`config.mk`:
```
export PLATFORM = sky130hd
export DESIGN_NAME = seg_step_scheduler
export DESIGN_NICKNAME = d
export VERILOG_FILES = /design/src/rtl/seg_step_scheduler.sv
export SDC_FILE = /design/constraint.sdc
export NUM_CORES = 1
export LEC_CHECK = 0
export ABC_AREA = 0
export CAP_MARGIN = 20
export CORE_ASPECT_RATIO = 2
export CORE_MARGIN = 5
export CORE_UTILIZATION = 55
export DETAILED_ROUTE_END_ITERATION = 16
export GPL_ROUTABILITY_DRIVEN = 0
export GPL_TIMING_DRIVEN = 1
export PLACE_DENSITY = 0.74
export SYNTH_ARGS = -nofsm -noshare
export SYNTH_HDL_FRONTEND = slang
export SYNTH_SLANG_ARGS = --single-unit
```
`constraint.sdc`:
```
create_clock -name clk -period 2.6 [get_ports clk]
set_clock_uncertainty 0.15 [all_clocks]
set_input_delay 0.52 -clock clk [delete_from_list [all_inputs] [get_ports clk]]
set_output_delay 0.52 -clock clk [all_outputs]
set_load 0.02 [all_outputs]
```
`src/rtl/seg_step_scheduler.sv`:
```
// Seven-segment step sequencer: walks a position counter at a speed-selected
// rate, issues one segment-fire request per step and paces a periodic fade tick.
module seg_step_scheduler #(
  parameter int unsigned STEP_WIDTH = 22,
  parameter int unsigned FADE_WIDTH = 20
) (
  input  logic       clk,
  input  logic       reset,
  input  logic       enable,
  input  logic [2:0] speed,
  input  logic       direction,
  output logic       fire_valid,
  output logic [2:0] fire_seg,
  input  logic       fire_ready,
  output logic       fade_tick,
  output logic [2:0] step_pos
);

  typedef enum logic [1:0] {IDLE, RUN, ISSUE} state_t;

  state_t                state, state_nx;
  logic [STEP_WIDTH-1:0] step_cnt, step_cnt_nx;
  logic [STEP_WIDTH-1:0] tc;
  logic [FADE_WIDTH-1:0] fade_cnt, fade_cnt_nx;
  logic [2:0]            speed_r;
  logic                  direction_r;
  logic [2:0]            step_pos_nx;
  logic                  fire_valid_nx;
  logic [2:0]            fire_seg_nx;
  logic                  fade_tick_nx;

  // Upper three bits of the terminal count shrink as speed rises.
  assign tc = {~speed_r, {(STEP_WIDTH-3){1'b1}}};

  function automatic logic [2:0] seg_map(input logic [2:0] pos);
    case (pos)
      3'd0:    seg_map = 3'd0;
      3'd1:    seg_map = 3'd1;
      3'd2:    seg_map = 3'd6;
      3'd3:    seg_map = 3'd4;
      3'd4:    seg_map = 3'd3;
      3'd5:    seg_map = 3'd2;
      3'd6:    seg_map = 3'd6;
      default: seg_map = 3'd5;
    endcase
  endfunction

  // Next-state and next-output logic.
  always_comb begin
    state_nx    = state;
    step_cnt_nx = step_cnt;
    step_pos_nx = step_pos;
    case (state)
      IDLE: begin
        step_cnt_nx = '0;
        if (enable) state_nx = ISSUE;
      end
      RUN: begin
        if (!enable) begin
          state_nx    = IDLE;
          step_cnt_nx = '0;
        end else if (step_cnt >= tc) begin
          // >= so a lowered tc still wraps on the following cycle.
          state_nx    = ISSUE;
          step_cnt_nx = '0;
          step_pos_nx = direction_r ? step_pos + 3'd1 : step_pos - 3'd1;
        end else begin
          step_cnt_nx = step_cnt + STEP_WIDTH'(1);
        end
      end
      ISSUE: begin
        if (fire_ready) state_nx = enable ? RUN : IDLE;
      end
      default: state_nx = IDLE;
    endcase

    if (state == IDLE || state_nx == IDLE) fade_cnt_nx = '0;
    else                                   fade_cnt_nx = fade_cnt + FADE_WIDTH'(1);
    fade_tick_nx  = &fade_cnt_nx;
    fire_valid_nx = (state_nx == ISSUE);
    fire_seg_nx   = fire_valid_nx ? seg_map(step_pos_nx) : 3'd0;
  end

  always_ff @(posedge clk or negedge reset) begin
    if (!reset) begin
      state       <= IDLE;
      step_cnt    <= '0;
      fade_cnt    <= '0;
      step_pos    <= 3'd0;
      fire_valid  <= 1'b0;
      fire_seg    <= 3'd0;
      fade_tick   <= 1'b0;
      speed_r     <= 3'd0;
      direction_r <= 1'b0;
    end else begin
      state       <= state_nx;
      step_cnt    <= step_cnt_nx;
      fade_cnt    <= fade_cnt_nx;
      step_pos    <= step_pos_nx;
      fire_valid  <= fire_valid_nx;
      fire_seg    <= fire_seg_nx;
      fade_tick   <= fade_tick_nx;
      speed_r     <= speed;
      direction_r <= direction;
    end
  end

endmodule

```
==> results.toml, run 1 <==
[global_route]
grt_usage = 0.1836
grt_max_degree = 57
antenna_found_initial = 0
overflow = 0
grt_pass1_vias = 2121
grt_pass1_wl_um = 9453

[pwr]
switching_share = 0.2774
p_comb_frac = 0.152
p_sw_uw = 456.5
p_seq_frac = 0.574
leakagePower_uw = 0.001292
internal_power_uw = 1189
p_clk_frac = 0.273
power_uw = 1646
power_density_nw_per_um2 = 532.7
ir_drop_mv = 0.4141

[yosys]
synthDistinctLibCells = 45
yosysSeqAreaShare = 0.5022
ys.flop_type = "dfrtp_1"
yosys_warnings = 0
postSynth.asyncResetShare = 1.000
syn_inst = 276
syn_area_um2 = 2790
synth_area_per_cell_um2 = 10.11
synth-edff-count = 0
yosys-top-cells-count = "dfrtp_1 (56), nor2_1 (42), xor2_1 (25)"
synth_area_leader_cell = "dfrtp_1"
yosysMostFrequentCell = "dfrtp_1"
ys_ff_latch = 56
synth_nets = 290
yosysTopAreaCellShare = 0.5022
synth_area_leaders = "dfrtp_1 (50%), xor2_1 (7.8%), nor2_1 (5.7%)"

[critical_path]
crit_arrival_ns = 2.48
rr_startpoint = "step_pos[0]$_DFF_PN0_"
required_ns = 2.68
startpoint = "step_pos[0]$_DFF_PN0_"
reg2reg_slack_ns = 0.20
cp_max_fo = 6
startpoint_type = "register"
crit_path_end_kind = "register"
worstSetupPathType = "reg -> reg"

[sta]
worst_pin_slew_ns = 0.8365
post-route-period-util = 0.9221
setup_viol = 0
drv_slew = 0
fmax_mhz = 417.1
final.min_clock_period_ns = 2.398
totalNegativeSetupSlack_ns = 0
slew_headroom = 0.4372
hold_viol_final = 0
rsz0062_at_grt = "no"

[drt]
vias = 1996
wl_per_cell_um = 15.43
drtIter0Drc = 52
drc = 0
first_pass_iters = 4
ant_nets = 0
drt_wl_total_um = 5431
avgViaCountPerCell = 5.670

[cts]
cts_tree = "built"
cts_setup_buffers = 0
cts_root_buffer = "clkbuf_8"
cts.sinks = 56
clkTransAtPathRegs_ns = 0.09
clock_latency_ns = 0.31
ctsHoldBuffers = 0
htreeDepth = 2
postCtsResizedCells = 0
numCtsBuffers = 5
cts_buffer_depth = 2

[die]
die_w_um = 60.37
core_area_um2 = 4910
num_rows = 36
initial_core_util = 0.5683
die_y_um = 110.7
die_area_um2 = 6684
io_pins = 16

[finish]
diodes = 0
area_growth_syn_to_layout_pct = 10.72
multi_input_area_um2 = 1304
layout.area.seq_um2 = 1401
nFillCells = 430
drive_above_1_share = 0.09153
final_nets = 309

[placement]
io_buffers = 15
dp_hpwl_um = 3993

[min_path]
min_path_type = "in -> async"

[run_status]
status = "complete, no violations"

[run]
maxCapViolations = 0
metrics by stage:
| stage | util | setup slack [ns] | cell area, um2 | hold slack [ns] | instances |
|---|---|---|---|---|---|
| 3_3_place_gp | 0.6126 | 0.1802 | 3008 | 0.3235 | 345 |
| 4_1_cts | 0.6292 | 0.1967 | 3089 | 0.2160 | 352 |
| 2_1_floorplan | - | 0.2416 | 2790 | 0.07441 | 276 |
| 6_report | 0.6292 | 0.2024 | 3089 | 0.1891 | 352 |
| 5_1_grt | 0.6292 | 0.06944 | 3089 | 0.2339 | 352 |
| 3_5_place_dp | 0.6126 | 0.1633 | 3008 | 0.3314 | 345 |
cell usage in the layout (no fill, tap or decap), types with 6 or more instances in the layout:
cell	n
nor2_1	42
nand3_1	18
buf_4	7
dfrtp_1	56
xor2_1	25
clkdlybuf4s50_1	14
inv_1	9
nand4_1	14
nand2_1	19
xnor2_1	14
a21oi_1	6
metal layers:
layer	up-vias	global-route usage	share of wire
li1	989	-	-
met1	977	0.1929	0.39
met2	21	0.3338	0.56
met3	9	0.03147	0.019
met4	0	0.08136	0.023
met5	-	0	0
power by group through the flow:
| stage | sequential (uW) | combinational, uW | clock (uW) |
|---|---|---|---|
| 3_5_place_dp | 963 | 255 | 0 |
| 6_report | 945 | 251 | 450 |
| 4_1_cts | 945 | 256 | 464 |
| 3_3_place_gp | 960 | 253 | 0 |
| 5_1_grt | 951 | 283 | 495 |
| 2_1_floorplan | 953 | 160 | 0 |
registers in the layout (all words and copies together), names as in the netlist:
signal       count
step_pos         3
fade_cnt        20
fire_valid       1
fire_seg         3
fade_tick        1
step_cnt        22
direction_r      1
state            2
speed_r          3
final cells by class:
type	count	area share
Sequential cell	56	0.4536
Multi-Input combinational cell	201	0.4220
Timing Repair Buffer	22	0.06399
Tap cell	57	0.02309
Clock buffer	5	0.02228
Inverter	9	0.01094
Clock inverter	2	0.004050
final timing paths:
kind | to | cells past startpoint
worst max-delay path | fire_seg[1]$_DFF_PN0_ | 7
worst min-delay path | step_pos[2]$_DFF_PN0_ | 2
worst max register to register | fire_seg[1]$_DFF_PN0_ | 7
worst min register to register | fade_cnt[0]$_DFF_PN0_ | 1
max in group asynchronous | fade_cnt[7]$_DFF_PN0_ | 2
min in group clk | fade_cnt[0]$_DFF_PN0_ | 1
kinds of logic (layout without fill, tap and decap cells):
group,Yosys count,count (layout),synth area share
flip-flops,56,56,0.5022
adder cells (fa/ha/maj),6,6,0.02960
AND/OR/NAND/NOR,128,128,0.2390
XOR/XNOR,39,39,0.1224
buffers and inverters,19,38,0.03049
multiplexers,2,2,0.007623
AO/OA/AOI/OAI,26,26,0.06862
critical path, stage by stage, from the launching register on:
cell and delay (ns):
dfrtp_1 0.45, inv_1 0.15, fa_1 0.45, xnor2_1 0.22, xor2_1 0.15, mux2_2 0.28, or3_1 0.31, a21oi_1 0.16
(Power assumes the default switching activity.)
==> inputs of run 2 (changes only) <==
--- a/config.mk
+++ b/config.mk
@@ -6,10 +6,12 @@
 export NUM_CORES = 1
 export LEC_CHECK = 0
 export ABC_AREA = 0
+export ABC_CLOCK_PERIOD_IN_PS = 2300
 export CAP_MARGIN = 20
 export CORE_ASPECT_RATIO = 2
 export CORE_MARGIN = 5
 export CORE_UTILIZATION = 55
+export CTS_BUF_LIST = sky130_fd_sc_hd__clkbuf_4 sky130_fd_sc_hd__clkbuf_8
 export DETAILED_ROUTE_END_ITERATION = 16
 export GPL_ROUTABILITY_DRIVEN = 0
 export GPL_TIMING_DRIVEN = 1
==> constraint.sdc (replaced) <==
create_clock -name clk -period 2.3 [get_ports clk]
set_clock_uncertainty 0.15 [all_clocks]
set_input_delay 0.46 -clock clk [delete_from_list [all_inputs] [get_ports clk]]
set_output_delay 0.46 -clock clk [all_outputs]
set_load 0.02 [all_outputs]
==> run 2 against run 1 <==
Global-route usage is 1.1 points higher. Register-to-register slack worse by 0.09 ns. Die area unchanged. Critical path type unchanged. Largest cell class unchanged. Largest power group unchanged.
==> results.toml, run 2 (synthesis gave the netlist of run 1 again) <==
[run_status]
status = "complete, no violations"

[sta]
post-route-period-util = 0.9494
totalNegativeSetupSlack_ns = 0
slew_headroom = 0.6703
drv_slew = 0
fmax_mhz = 457.9
hold_viol_final = 0
final.min_clock_period_ns = 2.184
worst_pin_slew_ns = 0.4945
setup_viol = 0
rsz0062_at_grt = "no"

[drt]
drc = 0
ant_nets = 0
drtIter0Drc = 42
vias = 2072
drt_wl_total_um = 5682
first_pass_iters = 5
avgViaCountPerCell = 5.677
wl_per_cell_um = 15.57

[cts]
clock_latency_ns = 0.31
cts_setup_buffers = 0
cts_root_buffer = "clkbuf_8"
cts.sinks = 56
htreeDepth = 2
cts_tree = "built"
numCtsBuffers = 5
cts_buffer_depth = 2
clkTransAtPathRegs_ns = 0.09

[placement]
io_buffers = 15
dpl.cell_count = 357
dp_hpwl_um = 4268

[global_route]
grt_pass1_wl_um = 9873
grt_usage = 0.1949
grt_pass1_vias = 2151
antenna_found_initial = 0
grt_max_degree = 23
overflow = 0

[finish]
final_common_cell = "dfrtp_1"
diodes = 0
final_nets = 322
largestRegisters = "step_cnt x22, fade_cnt x20"
regMostFlops = "step_cnt"
drive_above_1_share = 0.1299
fin_cells = 365
final_cell_mix = "dfrtp_1 (55), nor2_1 (42), xor2_1 (25)"
area_growth_syn_to_layout_pct = 14.62
largest_reg_flops = 22

[pwr]
power_density_nw_per_um2 = 594.8
p_comb_frac = 0.167
p_clk_frac = 0.274
p_seq_frac = 0.559
leakagePower_uw = 0.001361
ir_drop_mv = 0.5497
internal_power_uw = 1375
p_sw_uw = 527.1
switching_share = 0.2771

[min_path]
min_path_type = "reg -> reg"

[critical_path]
path_buf_inv = 1
cp_top_family = "adder cells"
crit_path_end_kind = "register"
required_ns = 2.39
path_cells = "inv_1 -> fa_1 -> xnor2_1 -> xor2_1 -> mux2_2 -> or3_1 -> a21oi_1"
crit_arrival_ns = 2.27
crit_path_top_delay_cell = "fa_1"
startpoint_type = "register"
cp_max_fo = 3
critPathMaxStageDelay_ns = 0.43
worstSetupPathType = "reg -> reg"

[run]
maxCapViolations = 0

[die]
die_area_um2 = 6684
initial_core_util = 0.5683
num_rows = 36
die_w_um = 60.37
io_pins = 16
core_area_um2 = 4910
die_y_um = 110.7
## run 2: cell count changes in the layout (fill, tap and decap cells not counted)
cell	change
clkbuf_4	+1
buf_4	+12
a21oi_2	-1
dfrtp_2	+1
a21oi_4	+1
dfrtp_1	-1
dlygate4sd3_1	+1
clkinvlp_4	-1
## run 2: area by class of cell
type	count	area, um2
Inverter	9	33.78
Clock buffer	6	76.32
Clock inverter	1	5.005
Multi-Input combinational cell	201	1311
Sequential cell	56	1403
Fill cell	393	1712
Timing Repair Buffer	35	297.8
Tap cell	57	71.32
## run 2: timing repair
action,in CTS,in global routing
endpoints found under the setup margin,0,3
hold buffers,1,0
gates resized for setup,0,1
endpoints found under the hold margin,20,0
## run 2: final timing paths
kind	startpoint	to	slack [ns]	cells past startpoint
hold reg to reg	fade_cnt[0]$_DFF_PN0_	fade_cnt[0]$_DFF_PN0_	0.35	1
min in group asynchronous	reset	fire_valid$_DFF_PN0_	0.49	2
max in group asynchronous	reset	step_cnt[9]$_DFFE_PN0P_	0.86	3
setup / recovery	step_pos[0]$_DFF_PN0_	fire_seg[1]$_DFF_PN0_	0.12	7
hold / removal	fade_cnt[0]$_DFF_PN0_	fade_cnt[0]$_DFF_PN0_	0.35	1
setup reg to reg	step_pos[0]$_DFF_PN0_	fire_seg[1]$_DFF_PN0_	0.12	7
## run 2: through the flow
step / hold WS (ns) / area (um2) / util / total power, uW / setup WS (ns)
global route: 0.3635 / 3198 / 0.6514 / 1994 / 0.007040
global placement: 0.3030 / 3099 / 0.6312 / 1396 / 0.1211
finish: 0.3489 / 3198 / 0.6514 / 1902 / 0.1163
floorplan: 0.01441 / 2791 / - / 1258 / 0.04589
detailed placement: 0.3054 / 3099 / 0.6312 / 1404 / 0.04994
CTS: 0.3493 / 3191 / 0.6498 / 1926 / 0.07969
## run 2: metal layers
layer / track usage / vias to the layer above / routed length, um
met3: 0.03963 / 14 / 129
met5: 0 / - / 0
li1: - / 1018 / -
met2: 0.3324 / 24 / 3187
met1: 0.2175 / 1016 / 2184
met4: 0.09911 / 0 / 180
## run 2: power by group through the flow
stage	logic [uW]	registers [uW]	clock network, uW
floorplan	181	1080	0
global placement	315	1080	0
detailed placement	320	1080	0
CTS	322	1060	540
global route	352	1070	573
finish	318	1060	521
